===== config.mk =====
export PLATFORM = sky130hd
export DESIGN_NAME = bus_mem_responder
export DESIGN_NICKNAME = d
export VERILOG_FILES = /design/src/rtl/bus_mem_responder_pkg.sv /design/src/rtl/resp_mem_array.sv /design/src/rtl/bus_mem_responder.sv
export SDC_FILE = /design/constraint.sdc
export NUM_CORES = 2
export LEC_CHECK = 0
export ABC_CLOCK_PERIOD_IN_PS = 4200
export BUFFER_PORTS_ARGS = -buffer_cell sky130_fd_sc_hd__buf_2
export CAP_MARGIN = 20
export CORE_ASPECT_RATIO = 1.5
export CORE_MARGIN = 1.5
export CORE_UTILIZATION = 45
export DETAILED_ROUTE_END_ITERATION = 16
export PLACE_DENSITY_LB_ADDON = 0.15
export REMOVE_ABC_BUFFERS = 1
export SLEW_MARGIN = 0
export SYNTH_ARGS = -nofsm -noshare
export SYNTH_HDL_FRONTEND = slang
export SYNTH_SLANG_ARGS = --single-unit

===== constraint.sdc =====
create_clock -name clk -period 4.2 [get_ports clk]
set_input_delay 1.05 -clock clk [delete_from_list [all_inputs] [get_ports clk]]
set_output_delay 1.05 -clock clk [all_outputs]
set_load 0.01 [all_outputs]

===== src/rtl/bus_mem_responder_pkg.sv =====
// Shared widths, depth/wait defaults and FSM encodings for the bus memory responder.
// Consumers: bus_mem_responder and resp_mem_array.
package bus_mem_responder_pkg;

    localparam int DEF_DATA_BUS_WIDTH    = 16;
    localparam int DEF_ADDRESS_BUS_WIDTH = 16;
    localparam int DEF_MEM_DEPTH         = 256;
    localparam int DEF_WAIT_CYCLES       = 2;

    localparam logic [1:0] ST_IDLE = 2'd0;
    localparam logic [1:0] ST_WAIT = 2'd1;
    localparam logic [1:0] ST_RESP = 2'd2;

    // Index width that never collapses to zero bits for tiny depths/counts.
    function automatic int clog2_min1(input int n);
        return (n <= 2) ? 1 : $clog2(n);
    endfunction

endpackage


===== src/rtl/resp_mem_array.sv =====
// Word array with synchronous write and registered read; contents are never reset.
// Read is read-first: a write edge returns the previous word.
module resp_mem_array
    import bus_mem_responder_pkg::*;
#(
    parameter int DATA_BUS_WIDTH = DEF_DATA_BUS_WIDTH,
    parameter int MEM_DEPTH      = DEF_MEM_DEPTH,
    localparam int MEM_AW        = clog2_min1(MEM_DEPTH)
) (
    input  logic                      clk,
    input  logic                      we,
    input  logic [MEM_AW-1:0]         addr,
    input  logic [DATA_BUS_WIDTH-1:0] wdata,
    output logic [DATA_BUS_WIDTH-1:0] rdata
);

    logic [DATA_BUS_WIDTH-1:0] mem [MEM_DEPTH];

    always_ff @(posedge clk) begin
        if (we) begin
            mem[addr] <= wdata;
        end
        rdata <= mem[addr];
    end

endmodule


===== src/rtl/bus_mem_responder.sv =====
// Single-outstanding bus memory responder: IDLE -> (WAIT) -> RESP, one-cycle response strobe.
// Define MEM_RESP_WAIT_EN to compile in the WAIT state and its countdown (WAIT_CYCLES).
module bus_mem_responder
    import bus_mem_responder_pkg::*;
#(
    parameter int DATA_BUS_WIDTH    = DEF_DATA_BUS_WIDTH,
    parameter int ADDRESS_BUS_WIDTH = DEF_ADDRESS_BUS_WIDTH,
    parameter int MEM_DEPTH         = DEF_MEM_DEPTH,
    parameter int WAIT_CYCLES       = DEF_WAIT_CYCLES
) (
    input  logic                         clk,
    input  logic                         rst,
    input  logic                         req_valid,
    input  logic                         req_write,
    input  logic [ADDRESS_BUS_WIDTH-1:0] req_addr,
    input  logic [DATA_BUS_WIDTH-1:0]    req_wdata,
    output logic                         req_ready,
    output logic                         resp_valid,
    output logic [DATA_BUS_WIDTH-1:0]    resp_rdata,
    output logic                         resp_err
);

    localparam int MEM_AW = clog2_min1(MEM_DEPTH);
`ifdef MEM_RESP_WAIT_EN
    localparam int WAIT_STATES = WAIT_CYCLES;
    localparam int CNT_W       = clog2_min1(WAIT_CYCLES + 1);
`else
    // Without the wait feature the parameter has no effect on timing.
    localparam int WAIT_STATES = WAIT_CYCLES * 0;
`endif

    logic [1:0]                   state_reg, state_next;
    logic                         req_ready_reg, req_ready_next;
    logic                         resp_valid_reg, resp_valid_next;
    logic                         resp_err_reg, resp_err_next;
    logic                         resp_rd_en_reg, resp_rd_en_next;
    logic                         write_reg, write_next;
    logic [ADDRESS_BUS_WIDTH-1:0] addr_reg, addr_next;
    logic [DATA_BUS_WIDTH-1:0]    wdata_reg, wdata_next;
`ifdef MEM_RESP_WAIT_EN
    logic [CNT_W-1:0]             wait_cnt_reg, wait_cnt_next;
    logic                         wait_done;
`endif

    logic                         accept;
    logic                         resp_entry;
    logic                         use_req;
    logic                         ent_write;
    logic [ADDRESS_BUS_WIDTH-1:0] ent_addr;
    logic [DATA_BUS_WIDTH-1:0]    ent_wdata;
    logic                         ent_in_range;
    logic                         mem_we;
    logic [DATA_BUS_WIDTH-1:0]    mem_rdata;

    assign accept = (state_reg == ST_IDLE) && req_ready_reg && req_valid;

`ifdef MEM_RESP_WAIT_EN
    assign wait_done  = (state_reg == ST_WAIT) && (wait_cnt_reg == '0);
    assign resp_entry = (accept && (WAIT_STATES == 0)) || wait_done;
`else
    assign resp_entry = accept && (WAIT_STATES == 0);
`endif

    // The memory is accessed on the edge that enters RESP; from IDLE that edge is
    // the accept edge itself, so the live request fields are used instead of the latch.
    assign use_req      = (state_reg == ST_IDLE);
    assign ent_write    = use_req ? req_write : write_reg;
    assign ent_addr     = use_req ? req_addr  : addr_reg;
    assign ent_wdata    = use_req ? req_wdata : wdata_reg;
    assign ent_in_range = 32'(ent_addr) < 32'(MEM_DEPTH);
    assign mem_we       = resp_entry && ent_write && ent_in_range && !rst;

    resp_mem_array #(
        .DATA_BUS_WIDTH (DATA_BUS_WIDTH),
        .MEM_DEPTH      (MEM_DEPTH)
    ) u_mem (
        .clk   (clk),
        .we    (mem_we),
        .addr  (ent_addr[MEM_AW-1:0]),
        .wdata (ent_wdata),
        .rdata (mem_rdata)
    );

    always_comb begin
        state_next      = state_reg;
        req_ready_next  = req_ready_reg;
        write_next      = write_reg;
        addr_next       = addr_reg;
        wdata_next      = wdata_reg;
        resp_valid_next = 1'b0;
        resp_err_next   = 1'b0;
        resp_rd_en_next = 1'b0;
`ifdef MEM_RESP_WAIT_EN
        wait_cnt_next   = wait_cnt_reg;
`endif
        case (state_reg)
            ST_IDLE: begin
                if (!req_ready_reg) begin
                    req_ready_next = 1'b1;
                end else if (req_valid) begin
                    req_ready_next = 1'b0;
                    write_next     = req_write;
                    addr_next      = req_addr;
                    wdata_next     = req_wdata;
                    state_next     = ST_RESP;
`ifdef MEM_RESP_WAIT_EN
                    if (WAIT_CYCLES > 0) begin
                        state_next    = ST_WAIT;
                        wait_cnt_next = CNT_W'(WAIT_CYCLES - 1);
                    end
`endif
                end
            end
`ifdef MEM_RESP_WAIT_EN
            ST_WAIT: begin
                if (wait_cnt_reg == '0) begin
                    state_next = ST_RESP;
                end else begin
                    wait_cnt_next = wait_cnt_reg - CNT_W'(1);
                end
            end
`endif
            ST_RESP: begin
                state_next     = ST_IDLE;
                req_ready_next = 1'b1;
            end
            default: begin
                state_next     = ST_IDLE;
                req_ready_next = 1'b0;
            end
        endcase

        if (resp_entry) begin
            resp_valid_next = 1'b1;
            resp_err_next   = !ent_in_range;
            resp_rd_en_next = !ent_write && ent_in_range;
        end
    end

    always_ff @(posedge clk or posedge rst) begin
        if (rst) begin
            state_reg      <= ST_IDLE;
            req_ready_reg  <= 1'b0;
            resp_valid_reg <= 1'b0;
            resp_err_reg   <= 1'b0;
            resp_rd_en_reg <= 1'b0;
            write_reg      <= 1'b0;
            addr_reg       <= '0;
            wdata_reg      <= '0;
`ifdef MEM_RESP_WAIT_EN
            wait_cnt_reg   <= '0;
`endif
        end else begin
            state_reg      <= state_next;
            req_ready_reg  <= req_ready_next;
            resp_valid_reg <= resp_valid_next;
            resp_err_reg   <= resp_err_next;
            resp_rd_en_reg <= resp_rd_en_next;
            write_reg      <= write_next;
            addr_reg       <= addr_next;
            wdata_reg      <= wdata_next;
`ifdef MEM_RESP_WAIT_EN
            wait_cnt_reg   <= wait_cnt_next;
`endif
        end
    end

    // Read data comes straight from the array's output register, qualified by a
    // registered enable so writes, errors and idle cycles present zero.
    assign req_ready  = req_ready_reg;
    assign resp_valid = resp_valid_reg;
    assign resp_err   = resp_err_reg;
    assign resp_rdata = resp_rd_en_reg ? mem_rdata : '0;

endmodule


==> results.yml <==
run_status:
  status: "completed"
critical_path:
  start_kind: "register"
  cp.depth: 10
  slowest_delay_ns: 0.75
  cp_data_arrival_time_ns: 4.90
  r2r_cells: 10
  path_buf_inv: 4
  crit_family: "compound AO/OA/AOI/OAI gates"
  critPathKind: "reg2reg"
  cp_slowest_cell: "o41ai_1"
  path_cells: "mux2_8 > buf_12 > buf_12 > buf_4 > mux2i_1 > o22ai_1 > o41ai_1 > buf_4 > a41oi_1 > a2111o_1"
  worst_ep_required_time_ns: 5.03
  path_max_fanout: 28
  cp-end-kind: "register"
yosys:
  syn_inst: 8581
  synth_edf_count: 4096
  avgSynthCellArea_sq_um: 18.5
  ys_ff_latch: 4150
  synth-compound-area-share_pct: 5.91
  synth-xor-area-share_pct: 0
  synthArstFlopShare_pct: 0.916
  synth.largest_area_cell: "edfxtp_1"
  yosys_warnings: 0
  synthDistinctLibCells: 40
  synthSimpleGateAreaFrac_pct: 1.21
  synth_top_family_by_area: "multiplexers"
  synthFlopType: "edfxtp_1"
  synth.area.mux_share_pct: 13.1
  ys_top_cells_by_area: "edfxtp_1 78%, mux2i_1 13%, o22ai_1 4.0%"
  yosysTopAreaCellShare_pct: 77.5
  syn_area_sq_mm: 0.159
  synth-adder-area-share_pct: 0
  ys_seq_area_share_pct: 78.3
layout:
  layout-drive-gt1-share_pct: 16.6
  syn2layout_area_growth_pct: 17.5
  largest-register: "u_mem.mem"
  fin_nets: 9501
  largest_reg_flops: 4096
  final_cell_area_sq_mm: 0.187
clock_network:
  cts_buffer_depth: 4
  holdBufCountCts: 0
  clock_sinks: 4150
  clk_pin_slew_ns: 0.06
  tritoncts: "built"
  clock-root-buffer: "clkbuf_16"
  numCtsBuffers: 388
  clk_latency_ns: 0.96
  cts_max_level: 5
global_route:
  grt_pass1_wl_um: 643000
  grt_pass1_vias: 85100
  antenna_found_initial: 21
  overflow: 0
  grt_max_degree: 108
  grt.total_usage_pct: 25.4
place:
  gp_routability_congestion: 0.871
  placed_area_sq_mm: 0.174
  pre_cts_slack_ns: -0.808
  io_buffers: 54
  hpwl_um: 289000
sta:
  setup_slack_ns: 0.128
  skew_ns: 0.0644
  slew_headroom_pct: 19.5
  hold_violations: 0
  final_max_slew_viol_count: 0
  clock.fmax_ghz: 0.246
  fin_crit_sh_pct: 97.0
  grt_setup_unrepaired: "no"
  finalCriticalPeriod_ns: 4.07
  worst_slew_pin_slew_ns: 1.21
  setup_viol: 0
power_and_ir_drop:
  p_sw_uw: 22700
  clock_power_share_pct: 36.9
  combPwrFrac_pct: 12.3
  power.leakage_uw: 0.0639
  seqPwrFrac_pct: 50.8
  ir_drop_mv: 0.359
  p_int_uw: 69800
  p_per_area_mw_per_mm2: 496
  p_sw_share_pct: 24.5
detailed_routing:
  wl_per_cell_um: 31.8
  vias: 84800
  ant_nets: 0
  wirelength_um: 460000
  viasPerCell: 5.87
  drt_iter0_drc: 7961
  drt-pass1-iter-count: 5
  drc: 0
floorplanning:
  chipHeight_um: 730
  die-area_sq_mm: 0.356
  fp.coreArea_sq_mm: 0.350
  fp.dieW_um: 488
  start_util_pct: 45.3
  ios: 55
  rows: 266
flow_run:
  cap_violations: 0
worst_hold_path:
  hp-class: "in2async"
cell usage in the layout (no fill, tap or decap), types with 4 or more instances in the layout:
master      synthesis  final
mux2_8              0     17
nand2b_1            4      4
buf_2             236     59
buf_12              0    324
nor2_1            267    266
nand4_1            16     16
clkinv_4            0      4
a2111o_1           16     16
o41ai_1           256    225
clkbuf_16           0    397
o21ai_4             0     11
nand3b_1            4      4
clkinv_2            0     48
or2_2               5      5
a41oi_1            48     46
and2_1             16     16
diode_2             0      5
nand2_1           136    120
dfrtp_1            38     37
o22ai_1          1024   1024
inv_6               0      8
dfxtp_1            16     16
o41ai_2             0     30
clkinv_1            1     90
mux2i_1          2051   2051
clkbuf_1          229     86
clkinv_8            0      4
nand2_2             0     16
edfxtp_1         4096   4096
clkinvlp_4          0     12
buf_4              12    640
bufinv_16           0     30
timing repair:
item                       CTS  global route
pin swaps                    1             0
setup endpoints to repair   14             6
setup buffers                2             1
resized for setup           13             1
power by group through the flow:
stage,clock network (uW),logic (uW),registers (uW)
floorplan,0,10200,48000
global placement,0,11100,47900
detailed placement,0,11300,47900
CTS,34700,11400,47000
global route,36100,11800,47000
finish,34100,11300,47000
cells by family after synthesis:
group | count (synthesis)
AO/OA/AOI/OAI | 1365
buffers and inverters | 532
flip-flops | 4150
multiplexers | 2069
AND/OR/NAND/NOR | 465
through the flow:
| step | TNS [ns] | std cells | power (uW) | utilization (%) | hold slack, ns |
|---|---|---|---|---|---|
| 6_report | 0 | 14400 | 92500 | 53.2 | 0.282 |
| 5_1_grt | 0 | 14400 | 94900 | 53.2 | 0.277 |
| 4_1_cts | 0 | 14400 | 93000 | 53.2 | 0.225 |
| 3_5_place_dp | -5.75 | 13800 | 59200 | 49.7 | 0.463 |
| 3_3_place_gp | -6.72 | 13800 | 59000 | 49.7 | 0.452 |
| 2_1_floorplan | - | 8051 | 58200 | - | 0.439 |
area by class of cell:
class / count / area [sq um]
Antenna cell: 5 / 12.5
Clock buffer: 483 / 10300
Clock inverter: 196 / 1760
Fill cell: 27400 / 164000
Inverter: 2 / 7.51
Multi-Input combinational cell: 3899 / 32700
Sequential cell: 4150 / 124000
Tap cell: 4690 / 5870
Timing Repair Buffer: 1024 / 11600
synthesized netlist by cell type (all sizes together), types with 16 or more instances:
cell type     n
clkbuf      229
buf         301
edfxtp     4096
dfxtp        16
nor2        267
and2         16
nand4        16
a41oi        48
o41ai       256
dfrtp        38
o22ai      1024
nand2       136
mux2         18
mux2i      2051
a2111o       16
path summary, 6_finish.rpt:
| path | startpoint | end | slack, ns |
|---|---|---|---|
| max in group asynchronous | rst | state_reg[1] | 3.32 |
| min in group clk | req_addr[9] | addr_reg[9] | 0.30 |
| setup reg to reg | state_reg[1] | u_mem.rdata[1] | 0.13 |
| hold reg to reg | addr_reg[15] | addr_reg[15] | 0.48 |
| setup / recovery | state_reg[1] | u_mem.rdata[1] | 0.13 |
| hold / removal | rst | addr_reg[10] | 0.28 |
routing by layer:
| metal | wire length (um) | vias up | part of all wire (%) | track usage [%] |
|---|---|---|---|---|
| li1 | - | 36900 | - | - |
| met1 | 182000 | 44600 | 40 | 32.6 |
| met2 | 231000 | 2772 | 50 | 43.7 |
| met3 | 25100 | 637 | 5.5 | 3.11 |
| met4 | 21600 | 8 | 4.7 | 10.9 |
| met5 | 49 | - | 0.011 | 0 |
Note: power is estimated with default switching activity, not from simulation.
